--- src/rtl/univ_shift_reg.sv ---
// Universal WIDTH-bit register: load/clear/hold plus multi-cycle shift and rotate.
// Each shift or rotate step moves one bit position per clock, under a start/busy/done handshake.
module univ_shift_reg #(
   parameter int unsigned         WIDTH   = 8,
   parameter int unsigned         AMT_W   = 4,
   parameter logic [WIDTH-1:0]    RST_VAL = '0
) (
   input  logic             clk,
   input  logic             reset,
   input  logic             start,
   input  logic [2:0]       mode,
   input  logic [AMT_W-1:0] amt,
   input  logic [WIDTH-1:0] d,
   input  logic             sin,
   output logic [WIDTH-1:0] q,
   output logic             sout,
   output logic             busy,
   output logic             done
);

   localparam logic [2:0] M_HOLD = 3'd0;
   localparam logic [2:0] M_LOAD = 3'd1;
   localparam logic [2:0] M_SHL  = 3'd2;
   localparam logic [2:0] M_SHR  = 3'd3;
   localparam logic [2:0] M_ROL  = 3'd4;
   localparam logic [2:0] M_ROR  = 3'd5;
   localparam logic [2:0] M_ASR  = 3'd6;
   localparam logic [2:0] M_CLR  = 3'd7;

   typedef enum logic [1:0] {S_IDLE, S_RUN, S_DONE} state_t;

   state_t           r_state;
   logic [AMT_W-1:0] r_cnt;
   logic [2:0]       r_mode;
   logic [WIDTH-1:0] r_d;
   logic             r_sin;
   logic [WIDTH-1:0] r_q;
   logic             r_sout;
   logic             r_busy;
   logic             r_done;

   logic [WIDTH-1:0] w_step_q;
   logic             w_step_sout;
   logic             w_is_shift;

   // Modes other than HOLD/LOAD/CLR take their step count from amt
   assign w_is_shift = (mode != M_HOLD) && (mode != M_LOAD) && (mode != M_CLR);

   // One step of the latched operation
   always_comb begin
      w_step_q    = r_q;
      w_step_sout = r_sout;
      case (r_mode)
         M_LOAD: w_step_q = r_d;
         M_CLR:  w_step_q = RST_VAL;
         M_SHL: begin
            w_step_q    = {r_q[WIDTH-2:0], r_sin};
            w_step_sout = r_q[WIDTH-1];
         end
         M_SHR: begin
            w_step_q    = {r_sin, r_q[WIDTH-1:1]};
            w_step_sout = r_q[0];
         end
         M_ROL: begin
            w_step_q    = {r_q[WIDTH-2:0], r_q[WIDTH-1]};
            w_step_sout = r_q[WIDTH-1];
         end
         M_ROR: begin
            w_step_q    = {r_q[0], r_q[WIDTH-1:1]};
            w_step_sout = r_q[0];
         end
         M_ASR: begin
            w_step_q    = {r_q[WIDTH-1], r_q[WIDTH-1:1]};
            w_step_sout = r_q[0];
         end
         default: ;
      endcase
   end

   // Control FSM and registered outputs
   always_ff @(posedge clk or negedge reset) begin
      if (!reset) begin
         r_state <= S_IDLE;
         r_cnt   <= '0;
         r_mode  <= M_HOLD;
         r_d     <= '0;
         r_sin   <= 1'b0;
         r_q     <= RST_VAL;
         r_sout  <= 1'b0;
         r_busy  <= 1'b0;
         r_done  <= 1'b0;
      end else begin
         case (r_state)
            S_IDLE: begin
               if (start) begin
                  r_mode  <= mode;
                  r_d     <= d;
                  r_sin   <= sin;
                  r_cnt   <= w_is_shift ? amt : AMT_W'(1);
                  r_busy  <= 1'b1;
                  r_state <= S_RUN;
               end
            end
            S_RUN: begin
               if (r_cnt != '0) begin
                  r_q    <= w_step_q;
                  r_sout <= w_step_sout;
                  r_cnt  <= r_cnt - AMT_W'(1);
               end else begin
                  r_done  <= 1'b1;
                  r_state <= S_DONE;
               end
            end
            S_DONE: begin
               r_done  <= 1'b0;
               r_busy  <= 1'b0;
               r_state <= S_IDLE;
            end
            default: r_state <= S_IDLE;
         endcase
      end
   end

   assign q    = r_q;
   assign sout = r_sout;
   assign busy = r_busy;
   assign done = r_done;

endmodule

--- config.mk ---
export PLATFORM = sky130hd
export DESIGN_NAME = univ_shift_reg
export DESIGN_NICKNAME = d
export VERILOG_FILES = /design/src/rtl/univ_shift_reg.sv
export SDC_FILE = /design/constraint.sdc
export NUM_CORES = 1
export LEC_CHECK = 0
export CELL_PAD_IN_SITES_DETAIL_PLACEMENT = 0
export CELL_PAD_IN_SITES_GLOBAL_PLACEMENT = 1
export CORE_MARGIN = 5
export CORE_UTILIZATION = 35
export CTS_CLUSTER_SIZE = 25
export DETAILED_ROUTE_END_ITERATION = 7
export HOLD_SLACK_MARGIN = 0.1
export PLACE_DENSITY = 0.75
export SLEW_MARGIN = 20
export SYNTH_ARGS = -nofsm -noshare
export SYNTH_HDL_FRONTEND = slang
export SYNTH_SLANG_ARGS = --single-unit
--- constraint.sdc ---
create_clock -name clk -period 1.5 [get_ports clk]
set_input_delay 0.15 -clock clk [delete_from_list [all_inputs] [get_ports clk]]
set_output_delay 0.15 -clock clk [all_outputs]
set_load 0.02 [all_outputs]
# == After elaboration in Yosys (flattened, before gate mapping) ==
# Cells that the tools add are included.
# word_totals
elab_cells,60
out_inout_bits,11
register_bits,29
# op_classes
n_bitwise,1
n_addsub,1
reduce_logical,21
mux,13
n_eq_ne,14
# op_table
operator,count
$pmux W8 S7,1
$eq A3 B3 Y1 const B,4
$mux W4,3
$reduce_and A3 Y1,3
$pmux W4 S2,1
$reduce_and A2 Y1,4
$reduce_bool A2 Y1,4
$reduce_bool A7 Y1,1
$eq A3 B2 Y1 const B,2
$ne A2 B2 Y1 const B,3
$pmux W1 S2,3
$reduce_bool A6 Y1,1
$mux W2,2
$pmux W2 S2,1
$reduce_and A4 Y1,1
$reduce_bool A4 Y1,1
$sub A4 B1 Y4 const B,1
$eq A3 B1 Y1 const B,1
$ne A3 B1 Y1 const B,1
$ne A3 B3 Y1 const B,1
$reduce_bool A3 Y1,1
$reduce_or A3 Y1,1
$eq A2 B1 Y1 const B,1
$eq A2 B2 Y1 const B,1
5 further kinds,7

# == Longest topological paths before layout ==
# Gate-level depths: netlist of the first run.
# logic_depth
ltp_word,6
ltp_mapped,6

# == Worst setup path after synthesis of the first run ==
# No wires, ideal clock.
# synth_timing
path_kind,register to register
from,reg r_cnt[0]
to,"reg r_q[7], in the netlist q[7]"
arrival_time_ps,1404
period_less_slack_ps,1491
stages_incl_launch_ff,7
path_slack_ps,9
path_cell_list,dfrtp_1 -> inv_1 -> ha_1 -> or3b_2 -> nand2_1 -> nand2_1 -> o211ai_1
# synth_between
elab_chain_len,2
# synth_rtl
item,line,rtl
"start, declared",33,logic [AMT_W-1:0] r_cnt;
"start signal, assigned",99,r_cnt <= w_is_shift ? amt : AMT_W'(1);
"start signal, assigned",108,r_cnt <= r_cnt - AMT_W'(1);
$reduce_bool A4 Y1,105,if (r_cnt != '0) begin
$reduce_and A4 Y1 (no source line),-,
"end signal, assigned",106,r_q <= w_step_q;
"end, declared",37,logic [WIDTH-1:0] r_q;
# No other way between the ends.
# A chain may end at the register's enable or synchronous reset.

# == Final worst setup path of the first run ==
# layout_timing
from,reg r_cnt[0]
to,reg r_cnt[0]
# layout_between
elab_chain_len,3
# layout_rtl
item,line
$sub A4 B1 Y4 or $reduce_bool A4 Y1 (tied branches),"108, 105"
$mux W4 or $ne A2 B2 Y1 (tied branches),-
$pmux W4 S2 or $reduce_and A3 Y1 (tied branches),-
# Parallel ways exist; a longest one is shown, timed or not. The select of a mux whose other input is x is not followed.

==> metrics, run 1 <==
Synth Warn #=0; Avg Inst Size Synth=between 10 and 15 um2; num ports=30; Root Buffer=clkbuf_8; synthesized flop and latch total=29; grt total ovfl=0; Pwr per Cell Area=around 2200 nW/um2; minimum clock period=roughly 1.5 ns; met1 GRT Util=19.2%; clk buf depth=2; Clock Pin Slew Worst Setup and Hold Paths=~0.070 ns; crit path DAT=1.66 ns; Inserted Diodes=0; first-pass GRT wire length=just over 7000 um; Gate power share=between 50% and 60%; CTS Buf Count=5; PortBufs=29; commonest non-fill, non-tap cell in the layout=buf_4; met2 Resource Use GR=22.4%; Hold WC Path Type=in -> async; switching fraction of total power=41.5%; Layout Utilization=approximately half; Die Y=76.9 um; total track usage=14.5%; post-route clock skew=just under 0.006 ns; class of the most critical setup path=reg -> reg; via density per instance=5.29; failing checks=setup timing; die footprint=just under 6000 um2; Max VDD drop=0.869 mV; sequential-to-total area share from yosys stat=46.4%; cell leakage power=0.00104 uW; worst skew pair latency=0.28 ns; clock sink count=29; Placeable Area=4350 um2; initial antenna violation count=0; DR WL/cell=15.1 um; initial core utilization=35.9%; most frequent cells in the layout=27 x buf_4, 26 x dfrtp_1, 21 x clkdlybuf4s50_1; fillers=388; Final setup viols=1; M3 GR Usage=3.51%; WL final=4050 um; Die X=76.9 um; Syn-to-layout area delta=44.3%; gpl congestion=0.842; Final Hold Viols=0; area occupied by multi-input gates=833 um2; Slew @ Worst Pin=roughly 0.42 ns; CP Launch Type=flop; largest net degree at the start of global routing=30; GR peak layer=met2; storage element area=729 um2; H-Tree Depth=2; f_max=between 600 and 700 MHz; crit share post-route=100%; Maximum Capacitance Violations=0; fin nets=235; Worst Hold Slack=0.248 ns; P_sw=2110 uW; RSZ-0062 raised after global routing=yes; outcome=finished with violations; share of cells above drive strength 1=about 30%; Worst Reg-to-Reg Cells=7; Cell variety after synth=34; Clk network pwr share=12.7%; clock tree from TritonCTS=done; final setup TNS=-0.00386 ns; Vias=1,419; DRT Pass-1 Iters=4; syn_nets=176; Worst Path Required=1.65 ns; drc violations=0; final worst slack=-0.00386 ns; crit-path max FO=5; Routed Antenna Nets=0; Post-Synthesis Cell Area=1570 um2; CP Capture Type=flop; Mapped Cells=between 150 and 200; number of global-route vias before repair=~1,500; sequential fraction of design power=between 30% and 40%; # rows=24; drt initial violations=92; Rel. slew slack=between 70 and 80%; internal cell power=2970 uW; final slew viol count=0; estimated wirelength of the detail-placed design=2880 um
cell families after synthesis:
group / share of synthesized area (%)
flip-flops: 46.4
adder cells (fa/ha/maj): 0.799
multiplexers: 13.1
AO/OA/AOI/OAI: 19.3
XOR/XNOR: 1.12
AND/OR/NAND/NOR: 15.3
buffers and inverters: 3.92
worst max-delay path, cell delays in order (launching register included):
cell,delay [ns]
dfrtp_1,0.40
inv_2,0.09
ha_4,0.13
nor3b_4,0.29
a211oi_4,0.12
buf_6,0.14
o211ai_1,0.08
o211ai_1,0.12
repair_timing:
action | in CTS | in global routing
hold buffers | 0 | 0
resized for setup | 13 | 12
cloned | 1 | 0
buffers inserted | 1 | 3
pin swaps | 1 | 3
setup endpoints to repair | 17 | 20
worst paths after layout:
check | startpoint | to | slack, ns
setup reg to reg | r_cnt[0] | r_cnt[0] | -0.004
hold / removal | reset | r_d[7] | 0.25
hold reg to reg | sout | sout | 0.50
max in group asynchronous | reset | r_mode[1] | 0.95
min in group clk | mode[0] | r_mode[0] | 0.47
setup / recovery | r_cnt[0] | r_cnt[0] | -0.004
final cells by class:
type                    instances  area share (%)
multi-input cells             114            36.9
flip-flops and latches         29            32.3
repair buffers                 58            22.9
clock buffers                   5            3.05
well taps                      52            2.88
inverters                       7            1.16
clock inverters                 3           0.776
per-layer routing:
metal / vias up / share of wire, %
li1: 688 / -
met1: 689 / 46
met2: 35 / 47
met3: 7 / 5.2
met4: 0 / 1.4
met5: - / 0
synth_stat cells:
cell | number | area (um2)
dfrtp_1 | 29 | 726
buf_6 | 1 | 11.3
nand4_1 | 1 | 6.26
clkbuf_1 | 1 | 3.75
nor3_1 | 2 | 10.0
nor2_1 | 15 | 56.3
mux2i_1 | 7 | 70.1
a221o_1 | 1 | 10.0
a211oi_1 | 1 | 7.51
nand2_1 | 15 | 56.3
o211ai_1 | 4 | 30.0
buf_2 | 4 | 20.0
xnor2_1 | 2 | 17.5
nor2b_1 | 2 | 12.5
nor3b_2 | 2 | 25.0
a221oi_1 | 6 | 52.6
o21ai_0 | 4 | 20.0
or3b_2 | 1 | 8.76
a22oi_1 | 1 | 7.51
nand3_1 | 3 | 15.0
o21a_1 | 1 | 7.51
nand2b_1 | 5 | 31.3
o21ai_1 | 7 | 35.0
a2111oi_2 | 1 | 15.0
inv_1 | 7 | 26.3
mux2_2 | 12 | 135
o2111ai_1 | 1 | 8.76
a31oi_1 | 4 | 25.0
a211o_1 | 1 | 8.76
ha_1 | 1 | 12.5
nor4b_1 | 1 | 8.76
a211oi_4 | 1 | 20.0
a21oi_1 | 11 | 55.1
and4b_1 | 1 | 10.0
sequential cells by signal (all words and copies together), names as in the netlist:
| name | flops |
|---|---|
| busy | 1 |
| r_state | 2 |
| done | 1 |
| q | 8 |
| r_sin | 1 |
| r_d | 8 |
| r_cnt | 4 |
| r_mode | 3 |
| sout | 1 |
power groups by stage:
stage / Combinational, uW / Sequential (uW) / Clock, uW
5_1_grt: 3210 / 1600 / 696
3_3_place_gp: 2570 / 1500 / 0
3_5_place_dp: 2630 / 1520 / 0
2_1_floorplan: 1570 / 1520 / 0
6_report: 2890 / 1540 / 644
4_1_cts: 2730 / 1530 / 666
per-stage QoR:
stage | instances | setup slack [ns] | area [um2] | total power (uW)
2_1_floorplan | 156 | 0.00914 | 1570 | 3090
3_3_place_gp | 255 | -0.0613 | 2070 | 4070
3_5_place_dp | 255 | -0.0978 | 2070 | 4160
4_1_cts | 265 | -0.00263 | 2190 | 4930
5_1_grt | 268 | -0.118 | 2260 | 5500
6_report | 268 | -0.00386 | 2260 | 5080
No activity file was read; power rests on OpenSTA's default activity.
==> run 2: changes to the inputs <==
==> constraint.sdc (replaced) <==
create_clock -name clk -period 1.5 [get_ports clk]
set_input_delay 0.15 -clock clk [delete_from_list [all_inputs] [get_ports clk]]
set_output_delay 0.15 -clock clk [all_outputs]
set_load 0.005 [all_outputs]
==> metrics, run 2 (synthesis results as in run 1) <==
Rel. slew slack=72.0% (was 72.1%); Placeable Area=4350 um2 (unchanged); post-route cell area=2250 um2 (was 2260 um2); sequential fraction of design power=31.0% (was 30.4%); RSZ-0062 raised after global routing=yes (unchanged); Pwr per Cell Area=2200 nW/um2 (was 2250 nW/um2); die footprint=5910 um2 (unchanged); Inserted Diodes=0 (unchanged); Final setup viols=1 (unchanged); Slew @ Worst Pin=0.417 ns (was 0.416 ns); clock tree from TritonCTS=done (unchanged); Die X=76.9 um (unchanged); Syn-to-layout area delta=44.0% (was 44.3%); DRT Pass-1 Iters=4 (unchanged); Worst Reg-to-Reg Cells=7 (unchanged); total track usage=14.3% (was 14.5%); class of the most critical setup path=reg -> reg (unchanged); Worst Path Required=1.65 ns (about the same); Tot Pwr=4960 uW (was 5080 uW); DR WL/cell=14.9 um (was 15.1 um); most frequent CP cell=o211ai_1 (unchanged); Gate power share=56.0% (was 56.9%); switching fraction of total power=39.7% (was 41.5%); most frequent cells in the layout=28 x clkdlybuf4s50_1, 26 x dfrtp_1, 25 x buf_4 (was 27 x buf_4, 26 x dfrtp_1, 21 x clkdlybuf4s50_1); CTS Buf Count=5 (unchanged); drc violations=0 (unchanged); CP Launch Type=flop (unchanged); crit-path max FO=10 (was 5); final slew viol count=0 (unchanged); worst skew pair latency=0.28 ns (about the same); WL final=3980 um (was 4050 um); capture point of the worst reg-to-reg path=r_cnt[0] (unchanged); number of global-route vias before repair=1,468 (was 1,483); initial antenna violation count=0 (unchanged); internal cell power=2990 uW (was 2970 uW); FF-to-FF Start=r_cnt[0] (unchanged); f_max=666 MHz (was 665 MHz); clock sink count=29 (unchanged); post-route clock skew=0.00567 ns (was 0.00577 ns); critical path, cell by cell=inv_2 -> ha_4 -> nor3b_4 -> a211oi_4 -> buf_6 -> o211ai_1 -> o211ai_1 (unchanged); largest net degree at the start of global routing=30 (unchanged); Placed Area=2070 um2 (unchanged); gpl congestion=0.842 (unchanged); Routed Antenna Nets=0 (unchanged); Final Hold Viols=0 (unchanged); fin nets=234 (was 235); estimated wirelength of the detail-placed design=2880 um (unchanged); Vias=1,430 (was 1,419); Root Buffer=clkbuf_8 (unchanged); Worst path max stage delay=0.40 ns (about the same); num ports=30 (unchanged); Maximum Capacitance Violations=0 (unchanged); Clk network pwr share=13.0% (was 12.7%); PortBufs=29 (unchanged); P_sw=1970 uW (was 2110 uW); share of cells above drive strength 1=28.8% (was 30.1%); minimum clock period=1.50 ns (about the same); clk buf depth=2 (unchanged); # rows=24 (unchanged); via density per instance=5.36 (was 5.29); Die Y=76.9 um (unchanged); crit path DAT=1.65 ns (was 1.66 ns); Hold WC Path Type=in -> async (unchanged); cell leakage power=0.000970 uW (was 0.00104 uW); grt total ovfl=0 (unchanged); final worst slack=-0.00206 ns (was -0.00386 ns); failing checks=setup timing (unchanged); Worst Setup SP=r_cnt[0] (unchanged); outcome=finished with violations (unchanged); Clock Pin Slew Worst Setup and Hold Paths=0.07 ns (about the same); H-Tree Depth=2 (unchanged); Max VDD drop=0.831 mV (was 0.869 mV); first-pass GRT wire length=7000 um (was 7110 um); register-to-register setup slack=-0.002 ns (was -0.004 ns); dpl ws=-0.0978 ns (unchanged); drt initial violations=80 (was 92); crit share post-route=100% (about the same); commonest non-fill, non-tap cell in the layout=clkdlybuf4s50_1 (was buf_4); Slowest-stage cell, CP=dfrtp_1 (unchanged); CP Capture Type=flop (unchanged); initial core utilization=35.9% (unchanged)
==> run 2: worst max-delay path: cells and delay by family (launching register included) <==
| family | cells | cell delay, ns |
|---|---|---|
| buffers and inverters | 2 | 0.24 |
| adder cells (fa/ha/maj) | 1 | 0.14 |
| flip-flops | 1 | 0.40 |
| AO/OA/AOI/OAI | 3 | 0.31 |
| AND/OR/NAND/NOR | 1 | 0.29 |
==> run 2: metal layers <==
metal	GRT usage, %	part of all wire (%)	wire, um
met5	0	0	0
met3	3.51	5.7	226
met2	22.1	47	1860
met1	18.9	46	1840
met4	6.47	1.4	55
==> run 2: worst max path at each step <==
stage,to,slack [ns],cells after the start
after global placement,r_d[2],-0.06,4
after global routing,r_cnt[0],-0.10,7
after detailed placement,r_cnt[0],-0.1,7
final,r_cnt[0],-0.002,7
after CTS,r_cnt[0],-0.004,7
after floorplan,q[7],0.02,6
==> run 2: metrics by stage <==
stage	setup TNS [ns]	hold WS (ns)	utilization (%)	std cells
after floorplan	0	-0.146	-	156
after global placement	-0.677	0.492	47.4	255
after detailed placement	-1.15	0.489	47.4	255
after CTS	-0.00393	0.260	50.2	264
after global routing	-0.978	0.280	51.8	267
final	-0.00206	0.250	51.8	267
==> run 2: layout make-up <==
class / instances / area (um2)
Multi-Input combinational cell: 114 / 833
Clock inverter: 3 / 17.5
Clock buffer: 5 / 68.8
Fill cell: 381 / 2100
Sequential cell: 29 / 729
Inverter: 7 / 26.3
Timing Repair Buffer: 57 / 514
Tap cell: 52 / 65.1
==> run 2: power groups by stage <==
stage	Clock, uW	Combinational [uW]	Sequential [uW]
2_1_floorplan	0	1570	1410
3_3_place_gp	0	2450	1500
3_5_place_dp	0	2520	1520
4_1_cts	666	2590	1540
5_1_grt	700	3090	1590
6_report	644	2780	1540
==> run 2: what timing repair did <==
action | CTS | global route
pin swaps | 1 | 1
setup endpoints to repair | 14 | 15
resized for setup | 9 | 11
buffers inserted | 2 | 3
endpoints found under the hold margin | 0 | 0
hold buffers | 0 | 0
==> run 3: changes to the inputs <==
--- a/config.mk
+++ b/config.mk
@@ -5,6 +5,7 @@
 export SDC_FILE = /design/constraint.sdc
 export NUM_CORES = 1
 export LEC_CHECK = 0
+export CAP_MARGIN = 30
 export CELL_PAD_IN_SITES_DETAIL_PLACEMENT = 0
 export CELL_PAD_IN_SITES_GLOBAL_PLACEMENT = 1
 export CORE_MARGIN = 5
==> results of run 3 <==
Final layout, timing and power as in run 2 (identical DEF).
